==> config.mk <==
export PLATFORM = sky130hd
export DESIGN_NAME = uart_io_ctrl_flat
export DESIGN_NICKNAME = d
export VERILOG_FILES = /design/src/rtl/uart_pkg.sv /design/src/rtl/uart_io_ctrl_if.sv /design/src/rtl/uart_rx_fifo.sv /design/src/rtl/uart_io_ctrl.sv /design/src/flat_wrapper.sv
export SDC_FILE = /design/constraint.sdc
export NUM_CORES = 1
export LEC_CHECK = 0
export ABC_AREA = 1
export CORE_ASPECT_RATIO = 1.4
export CORE_UTILIZATION = 60
export CTS_CLUSTER_DIAMETER = 50
export DETAILED_ROUTE_END_ITERATION = 10
export PLACE_DENSITY = 0.78
export REMOVE_ABC_BUFFERS = 1
export SLEW_MARGIN = 10
export SYNTH_ARGS = -nofsm -noshare
export SYNTH_HDL_FRONTEND = slang
export SYNTH_HIERARCHICAL = 1
export SYNTH_SLANG_ARGS = --single-unit
==> constraint.sdc <==
create_clock -name clk -period 5.8 [get_ports clk]
set_clock_uncertainty 0.2 [all_clocks]
set_input_delay 1.16 -clock clk [delete_from_list [all_inputs] [get_ports clk]]
set_output_delay 1.16 -clock clk [all_outputs]
set_load 0.1 [all_outputs]
==> src/rtl/uart_pkg.sv <==
// Shared types and constants for the UART I/O controller slice.
package uart_pkg;

  localparam int DEF_CLKS_PER_BIT = 868;  // 100 MHz / 115200 baud
  localparam int DEF_RXQ_DEPTH    = 16;

  // Request kind, sampled together with uart_go.
  localparam logic SEND = 1'b1;
  localparam logic RECV = 1'b0;

  typedef enum logic [1:0] {
    TX_IDLE,
    TX_START,
    TX_DATA,
    TX_STOP
  } tx_state_t;

  typedef enum logic [1:0] {
    RX_IDLE,
    RX_START,
    RX_DATA,
    RX_STOP
  } rx_state_t;

endpackage

==> src/rtl/uart_io_ctrl_if.sv <==
// CPU-side request/response bundle of the UART controller.
interface uart_io_ctrl_if;
  logic       uart_go;
  logic       rors;
  logic [7:0] tx_data;
  logic [7:0] rx_data;
  logic       uart_done;

  modport master (output uart_go, output rors, output tx_data,
                  input  rx_data, input  uart_done);
  modport slave  (input  uart_go, input  rors, input  tx_data,
                  output rx_data, output uart_done);
endinterface

==> src/rtl/uart_rx_fifo.sv <==
// Receive byte queue: power-of-two depth, head visible combinationally.
module uart_rx_fifo #(
  parameter int DEPTH = 16
) (
  input  logic                   clk,
  input  logic                   rstn,
  input  logic                   push,
  input  logic [7:0]             push_data,
  input  logic                   pop,
  output logic [7:0]             pop_data,
  output logic                   full,
  output logic                   empty,
  output logic [$clog2(DEPTH):0] count
);
  localparam int AW = $clog2(DEPTH);
  localparam int CW = AW + 1;

  logic [7:0]    mem_q [DEPTH];
  logic [AW-1:0] wr_ptr_q, wr_ptr_d, rd_ptr_q, rd_ptr_d;
  logic [CW-1:0] count_q, count_d;
  logic          do_push, do_pop;

  assign empty    = (count_q == '0);
  assign full     = (count_q == CW'(DEPTH));
  assign count    = count_q;
  assign pop_data = mem_q[rd_ptr_q];

  // A push into a full queue is accepted only when a pop frees the slot in the same cycle.
  always_comb begin
    do_pop   = pop && !empty;
    do_push  = push && (!full || do_pop);
    wr_ptr_d = wr_ptr_q + AW'(do_push);
    rd_ptr_d = rd_ptr_q + AW'(do_pop);
    count_d  = count_q + CW'(do_push) - CW'(do_pop);
  end

  // Pointer and occupancy registers.
  always_ff @(posedge clk) begin
    if (!rstn) begin
      wr_ptr_q <= '0;
      rd_ptr_q <= '0;
      count_q  <= '0;
    end else begin
      wr_ptr_q <= wr_ptr_d;
      rd_ptr_q <= rd_ptr_d;
      count_q  <= count_d;
    end
  end

  // Storage array; contents need no reset since occupancy gates every read.
  always_ff @(posedge clk) begin
    if (do_push) mem_q[wr_ptr_q] <= push_data;
  end
endmodule

==> src/rtl/uart_io_ctrl.sv <==
// UART byte transmitter/receiver serving one CPU request at a time.
//
// state    | meaning
// TX_IDLE  | line high, waiting for a send request
// TX_START | driving the start bit
// TX_DATA  | driving data bit tx_idx, LSB first
// TX_STOP  | driving the stop bit
// RX_IDLE  | waiting for a falling edge on the synchronized line
// RX_START | counting to the start-bit mid-point to reject glitches
// RX_DATA  | sampling data bits at their mid-points
// RX_STOP  | sampling the stop bit, then push or flag framing error
module uart_io_ctrl
  import uart_pkg::*;
#(
  parameter int CLKS_PER_BIT = DEF_CLKS_PER_BIT,
  parameter int RXQ_DEPTH    = DEF_RXQ_DEPTH
) (
  input  logic          clk,
  input  logic          rstn,
  uart_io_ctrl_if.slave bus,
  output logic          txd,
  input  logic          rxd,
  output logic          frame_err,
  output logic          overrun
);
  localparam int CW  = 16;
  localparam int QCW = $clog2(RXQ_DEPTH) + 1;
  localparam logic [CW-1:0] BIT_RELOAD  = CW'(CLKS_PER_BIT - 1);
  localparam logic [CW-1:0] HALF_RELOAD = CW'(CLKS_PER_BIT / 2 - 1);

  tx_state_t     tx_state_q, tx_state_d;
  logic [CW-1:0] tx_cnt_q, tx_cnt_d;
  logic [2:0]    tx_idx_q, tx_idx_d;
  logic [7:0]    tx_byte_q, tx_byte_d;
  logic          txd_q, txd_d;
  logic          tx_done;

  rx_state_t     rx_state_q, rx_state_d;
  logic [CW-1:0] rx_cnt_q, rx_cnt_d;
  logic [2:0]    rx_idx_q, rx_idx_d;
  logic [7:0]    rx_shift_q, rx_shift_d;
  logic          rx_sync1_q, rx_sync2_q, rx_prev_q;
  logic          rx_push_v, rx_stop_bad;

  logic          rx_pend_q, rx_pend_d;
  logic          uart_done_q, uart_done_d;
  logic [7:0]    rx_data_q, rx_data_d;
  logic          frame_err_q, frame_err_d;
  logic          overrun_q, overrun_d;

  logic          go_ok, send_go, recv_go;
  logic          q_push, q_pop, q_full, q_empty, bypass;
  logic [7:0]    q_head;
  logic [QCW-1:0] q_count;

  // A request is outstanding from acceptance through its done cycle.
  assign go_ok   = bus.uart_go && (tx_state_q == TX_IDLE) && !rx_pend_q && !uart_done_q;
  assign send_go = go_ok && (bus.rors == SEND);
  assign recv_go = go_ok && (bus.rors == RECV);

  // Transmit sequencing; txd is registered from the next-state values so it has no glitches.
  always_comb begin
    tx_state_d = tx_state_q;
    tx_cnt_d   = tx_cnt_q;
    tx_idx_d   = tx_idx_q;
    tx_byte_d  = tx_byte_q;
    tx_done    = 1'b0;
    case (tx_state_q)
      TX_IDLE: if (send_go) begin
        tx_state_d = TX_START;
        tx_byte_d  = bus.tx_data;
        tx_cnt_d   = BIT_RELOAD;
      end
      TX_START: if (tx_cnt_q == '0) begin
        tx_state_d = TX_DATA;
        tx_cnt_d   = BIT_RELOAD;
        tx_idx_d   = '0;
      end else tx_cnt_d = tx_cnt_q - CW'(1);
      TX_DATA: if (tx_cnt_q == '0) begin
        tx_cnt_d = BIT_RELOAD;
        if (tx_idx_q == 3'd7) tx_state_d = TX_STOP;
        else                  tx_idx_d   = tx_idx_q + 3'd1;
      end else tx_cnt_d = tx_cnt_q - CW'(1);
      TX_STOP: if (tx_cnt_q == '0) begin
        tx_state_d = TX_IDLE;
        tx_done    = 1'b1;
      end else tx_cnt_d = tx_cnt_q - CW'(1);
      default: tx_state_d = TX_IDLE;
    endcase
    txd_d = 1'b1;
    case (tx_state_d)
      TX_START: txd_d = 1'b0;
      TX_DATA:  txd_d = tx_byte_d[tx_idx_d];
      default:  txd_d = 1'b1;
    endcase
  end

  // Receive sequencing on the synchronized line, sampling at bit mid-points.
  always_comb begin
    rx_state_d  = rx_state_q;
    rx_cnt_d    = rx_cnt_q;
    rx_idx_d    = rx_idx_q;
    rx_shift_d  = rx_shift_q;
    rx_push_v   = 1'b0;
    rx_stop_bad = 1'b0;
    case (rx_state_q)
      RX_IDLE: if (rx_prev_q && !rx_sync2_q) begin
        rx_state_d = RX_START;
        rx_cnt_d   = HALF_RELOAD;
      end
      RX_START: if (rx_cnt_q == '0) begin
        if (rx_sync2_q) rx_state_d = RX_IDLE;
        else begin
          rx_state_d = RX_DATA;
          rx_cnt_d   = BIT_RELOAD;
          rx_idx_d   = '0;
        end
      end else rx_cnt_d = rx_cnt_q - CW'(1);
      RX_DATA: if (rx_cnt_q == '0) begin
        rx_shift_d = {rx_sync2_q, rx_shift_q[7:1]};
        rx_cnt_d   = BIT_RELOAD;
        if (rx_idx_q == 3'd7) rx_state_d = RX_STOP;
        else                  rx_idx_d   = rx_idx_q + 3'd1;
      end else rx_cnt_d = rx_cnt_q - CW'(1);
      RX_STOP: if (rx_cnt_q == '0) begin
        rx_state_d  = RX_IDLE;
        rx_push_v   = rx_sync2_q;
        rx_stop_bad = !rx_sync2_q;
      end else rx_cnt_d = rx_cnt_q - CW'(1);
      default: rx_state_d = RX_IDLE;
    endcase
  end

  // Request completion: pop a queued byte, or hand a fresh byte straight to a waiting reader.
  always_comb begin
    bypass      = rx_push_v && rx_pend_q && (q_count == '0);
    q_pop       = !q_empty && (recv_go || rx_pend_q);
    q_push      = rx_push_v && !bypass;
    rx_data_d   = rx_data_q;
    rx_pend_d   = rx_pend_q;
    if (q_pop) begin
      rx_data_d = q_head;
      rx_pend_d = 1'b0;
    end else if (bypass) begin
      rx_data_d = rx_shift_q;
      rx_pend_d = 1'b0;
    end else if (recv_go) begin
      rx_pend_d = 1'b1;
    end
    uart_done_d = tx_done || q_pop || bypass;
    frame_err_d = frame_err_q || rx_stop_bad;
    overrun_d   = overrun_q || (q_push && q_full && !q_pop);
  end

  // State registers for both FSMs and the CPU-facing outputs.
  always_ff @(posedge clk) begin
    if (!rstn) begin
      tx_state_q  <= TX_IDLE;
      tx_cnt_q    <= '0;
      tx_idx_q    <= '0;
      tx_byte_q   <= '0;
      txd_q       <= 1'b1;
      rx_state_q  <= RX_IDLE;
      rx_cnt_q    <= '0;
      rx_idx_q    <= '0;
      rx_shift_q  <= '0;
      rx_pend_q   <= 1'b0;
      uart_done_q <= 1'b0;
      rx_data_q   <= '0;
      frame_err_q <= 1'b0;
      overrun_q   <= 1'b0;
    end else begin
      tx_state_q  <= tx_state_d;
      tx_cnt_q    <= tx_cnt_d;
      tx_idx_q    <= tx_idx_d;
      tx_byte_q   <= tx_byte_d;
      txd_q       <= txd_d;
      rx_state_q  <= rx_state_d;
      rx_cnt_q    <= rx_cnt_d;
      rx_idx_q    <= rx_idx_d;
      rx_shift_q  <= rx_shift_d;
      rx_pend_q   <= rx_pend_d;
      uart_done_q <= uart_done_d;
      rx_data_q   <= rx_data_d;
      frame_err_q <= frame_err_d;
      overrun_q   <= overrun_d;
    end
  end

  // Two-flop synchronizer plus one history flop for falling-edge detection.
  always_ff @(posedge clk) begin
    if (!rstn) begin
      rx_sync1_q <= 1'b1;
      rx_sync2_q <= 1'b1;
      rx_prev_q  <= 1'b1;
    end else begin
      rx_sync1_q <= rxd;
      rx_sync2_q <= rx_sync1_q;
      rx_prev_q  <= rx_sync2_q;
    end
  end

  uart_rx_fifo #(.DEPTH(RXQ_DEPTH)) u_rx_fifo (
    .clk       (clk),
    .rstn      (rstn),
    .push      (q_push),
    .push_data (rx_shift_q),
    .pop       (q_pop),
    .pop_data  (q_head),
    .full      (q_full),
    .empty     (q_empty),
    .count     (q_count)
  );

  assign txd           = txd_q;
  assign bus.rx_data   = rx_data_q;
  assign bus.uart_done = uart_done_q;
  assign frame_err     = frame_err_q;
  assign overrun       = overrun_q;
endmodule

==> src/flat_wrapper.sv <==
// flat-port wrapper written by rule: the top's interface ports become plain ports
module uart_io_ctrl_flat import uart_pkg::*;
#(
  parameter int CLKS_PER_BIT = DEF_CLKS_PER_BIT,
  parameter int RXQ_DEPTH    = DEF_RXQ_DEPTH
)
  (clk, rstn, txd, rxd, frame_err, overrun, bus_uart_go, bus_rors, bus_tx_data, bus_rx_data, bus_uart_done);
  uart_io_ctrl_if bus_i ();
  input  logic clk;
  input  logic rstn;
  output logic txd;
  input  logic rxd;
  output logic frame_err;
  output logic overrun;
  input wire logic [$bits(bus_i.uart_go)-1:0] bus_uart_go;
  input wire logic [$bits(bus_i.rors)-1:0] bus_rors;
  input wire logic [$bits(bus_i.tx_data)-1:0] bus_tx_data;
  output wire logic [$bits(bus_i.rx_data)-1:0] bus_rx_data;
  output wire logic [$bits(bus_i.uart_done)-1:0] bus_uart_done;
  assign bus_i.uart_go = bus_uart_go;
  assign bus_i.rors = bus_rors;
  assign bus_i.tx_data = bus_tx_data;
  assign bus_rx_data = bus_i.rx_data;
  assign bus_uart_done = bus_i.uart_done;
  uart_io_ctrl #(.CLKS_PER_BIT(CLKS_PER_BIT), .RXQ_DEPTH(RXQ_DEPTH)) u_core (.clk(clk), .rstn(rstn), .bus(bus_i), .txd(txd), .rxd(rxd), .frame_err(frame_err), .overrun(overrun));
endmodule
==> summary.txt <==
Floorplanning
  • Initial cell density of the core: between 60% and 70%
  • Die span in x: between 100 and 150 microns
  • Core ar.: approximately 17000 sq um
  • Die Span Y: 158 microns
  • Core Rows: 56
  • I/O pins: 25
  • Die ar.: approximately 18000 sq um

STA
  • Unrepaired setup endpoints after global routing: false
  • Slew @ Worst Pin: 1180 ps
  • Slew Viols, Final: 0
  • Setup violators final: 0
  • Worst slew margin: between 20 and 25%
  • Hold Vio Cnt, Final: 0
  • Hold WS: about 230 ps
  • Peak Freq: between 200 and 300 MHz
  • Crit path time final: 3840 ps
  • Period utilisation layout: between 60% and 70%
  • Setup TNS: 0 ps

Yosys
  • Async S/R FF share, synth: 0%
  • Main combinational cell family by area after synthesis: simple AND/OR/NAND/NOR gates
  • Post-synthesis mux area share: 0%
  • Synth Area in Compound Gates: under 10%
  • XOR/XNOR Fraction of Synth Area: 1.26%
  • Library cells used by synthesis: between 40 and 50
  • Avg Synthesized Cell Area: about 8.5 sq um
  • Synth Area in Adders: 3.32%
  • Top-count cell post-synth: nand2_1
  • Synth Register Bits: about 220
  • Post-synth top flop: edfxtp_1
  • Simple-Gate Fraction of Synth Area: between 20% and 30%
  • Top cells by area in the synthesized netlist: edfxtp_1 (37%), dfxtp_1 (17%), nand2_1 (11%)
  • Post-Syn Area: a little over 10000 sq um
  • Synth Instances: between 1000 and 1500
  • Ys Warns: 6
  • Synth top cells by count: nand2_1 (302), inv_1 (202), edfxtp_1 (128)
  • Seq/Total Area, Yosys: between 50% and 60%
  • Top-area cell type share of the netlist area: between 30 and 40%
  • EDFF count, synth: ~130
  • Synth area leader: edfxtp_1

Layout
  • Area growth from synthesis to layout: 9.50%
  • # fillers: 1370
  • Layout Nets: around 1300
  • Final Util: between 60% and 70%
  • Share of layout cells above drive strength 1: 6.57%
  • Antenna fix cells: 0

Setup path
  • CP Max Fanout: 17
  • Buf/Inv on CP: 2
  • Max stage delay on crit path: 1000 ps
  • Crit Path Class: reg -> reg
  • Endpoint class of the critical path: register
  • R2r setup slk: just under 2000 ps
  • CP Data Arrival Time: approximately 3700 ps
  • Critical path's slowest cell: nor3_1
  • R2R Path Start: u_core/rx_cnt_q[0]
  • Largest delay contributor family on the critical path: simple AND/OR/NAND/NOR gates
  • CP cell instances: inv_1 -> ha_1 -> inv_1 -> nor4_1 -> nand2_1 -> nor4_1 -> o21ai_4 -> nor3_1
  • Worst endpoint required time: around 5700 ps
  • CP startpoint: u_core/rx_cnt_q[0]
  • Crit path launch type: register

Global routing
  • Vias in the first global route: between 7000 and 8000
  • GR Util All Layers: between 20% and 30%
  • First-pass GRT wire length: 36600 microns
  • Pin count of the biggest net entering global routing: between 60 and 70
  • Global route total overflow: 0
  • Initial antenna violation count: 0

Power
  • Power Total: between 4000 and 5000 uW
  • Worst VDD drop: approximately 0.30 mV
  • Leakage: between 0.005 and 0.006 uW
  • Power Density: between 400 and 500 nW/um^2

Clock network
  • CTS buffer count: 21
  • Clock Latency Late Sink: ~490 ps
  • Post-CTS setup buffers: 0
  • Post-CTS sizing: 0
  • Hold_buf cts: 0
  • TritonCTS clock tree: yes
  • Clock sink total: between 200 and 250
  • Clock Path Buffers: 3
  • Root buffer selected by CTS: clkbuf_16
  • CTS clock-pin slew for the worst setup and hold paths: roughly 60 ps
  • Htree depth: 1

Hold path
  • Hold path start: u_core/rx_sync1_q
  • Min-Delay Path Class: reg -> reg

Placement
  • RD Place Congestion: 0.897
  • HPWL Detailed: around 15000 microns
  • Input/output buffers: 24

Routing
  • Routed vias/inst: 5.48
  • DRT antenna net count: 0
  • 1st-pass router iterations: 5
  • DRC violations left: 0
  • Via count: between 7000 and 8000
  • Final WL: around 23000 microns
  • 1st-iter DRT viols: roughly 600
  • Avg WL per Cell: ~16 microns

Run
  • Max Cap Violations: 0

Run status
  • Outcome: finished, final reports clean
==> worst paths after layout <==
check,to,depth (start not counted)
setup reg to reg,u_core/u_rx_fifo/mem_q[7][0],8
hold / removal,u_core/rx_sync2_q,1
setup / recovery,u_core/u_rx_fifo/mem_q[7][0],8
hold reg to reg,u_core/rx_sync2_q,1
==> flip-flops by register name, indices dropped and copies added (netlist names), 2 cells and up, named ones only <==
register,flops
u_core/u_rx_fifo/mem_q,128
u_core/rx_cnt_q,16
u_core/tx_cnt_q,16
u_core/bus.rx_data,8
u_core/rx_shift_q,8
u_core/tx_byte_q,8
u_core/u_rx_fifo/count,5
u_core/u_rx_fifo/rd_ptr_q,4
u_core/u_rx_fifo/wr_ptr_q,4
u_core/rx_idx_q,3
u_core/tx_idx_q,3
u_core/tx_state_q,2
==> power by group <==
group	switching, uW	total, uW	internal (uW)
clock	553	1310	755
combinational	1020	1480	459
sequential	89.3	1790	1700
total	1660	4580	2920
==> kinds of logic (layout without fill, tap and decap cells) <==
logic type               Yosys count  in the layout
adder cells (fa/ha/maj)           27             27
buffers and inverters            250            282
AND/OR/NAND/NOR                  587            587
flip-flops                       215            215
XOR/XNOR                          15             15
AO/OA/AOI/OAI                    123            123
==> layout make-up <==
type | instances | area, sq um | share of cell area, %
clock inverters | 7 | 66.3 | 0.583
well taps | 203 | 254 | 2.23
multi-input cells | 752 | 3770 | 33.1
repair buffers | 33 | 308 | 2.70
flip-flops and latches | 215 | 5590 | 49.1
inverters | 212 | 802 | 7.05
clock buffers | 30 | 592 | 5.20
==> cells in the final DEF, fill, tap and decap left out, drive strengths merged, types with 7 or more instances in the layout <==
| cell | Yosys | routed |
|---|---|---|
| o21a | 9 | 9 |
| inv | 210 | 210 |
| or2 | 7 | 7 |
| clkbuf | 6 | 30 |
| a31oi | 7 | 7 |
| xor2 | 11 | 11 |
| a21oi | 33 | 33 |
| clkdlybuf4s50 | 0 | 24 |
| edfxtp | 128 | 128 |
| nand4 | 11 | 11 |
| o21ai | 50 | 50 |
| dfxtp | 87 | 87 |
| nand3 | 125 | 125 |
| nand2 | 308 | 308 |
| nor3 | 28 | 28 |
| ha | 26 | 26 |
| buf | 32 | 9 |
| nor2 | 100 | 100 |
| a211oi | 10 | 10 |
==> per-stage QoR <==
step | cell area [sq um] | setup WS [ps] | std cells
after CTS | 11400 | 1960 | 1452
after detailed placement | 10700 | 1680 | 1415
after global routing | 11400 | 1700 | 1452
after floorplan | 10200 | 1900 | 1179
final | 11400 | 1960 | 1452
after global placement | 10700 | 1730 | 1415
==> per-layer routing <==
metal | part of all wire, % | GRT usage (%)
met1 | 39 | 31.2
met2 | 52 | 47.8
met3 | 5.6 | 2.60
met4 | 3.8 | 11.7
met5 | 0 | 0
No activity file was read; power rests on OpenSTA's default activity.
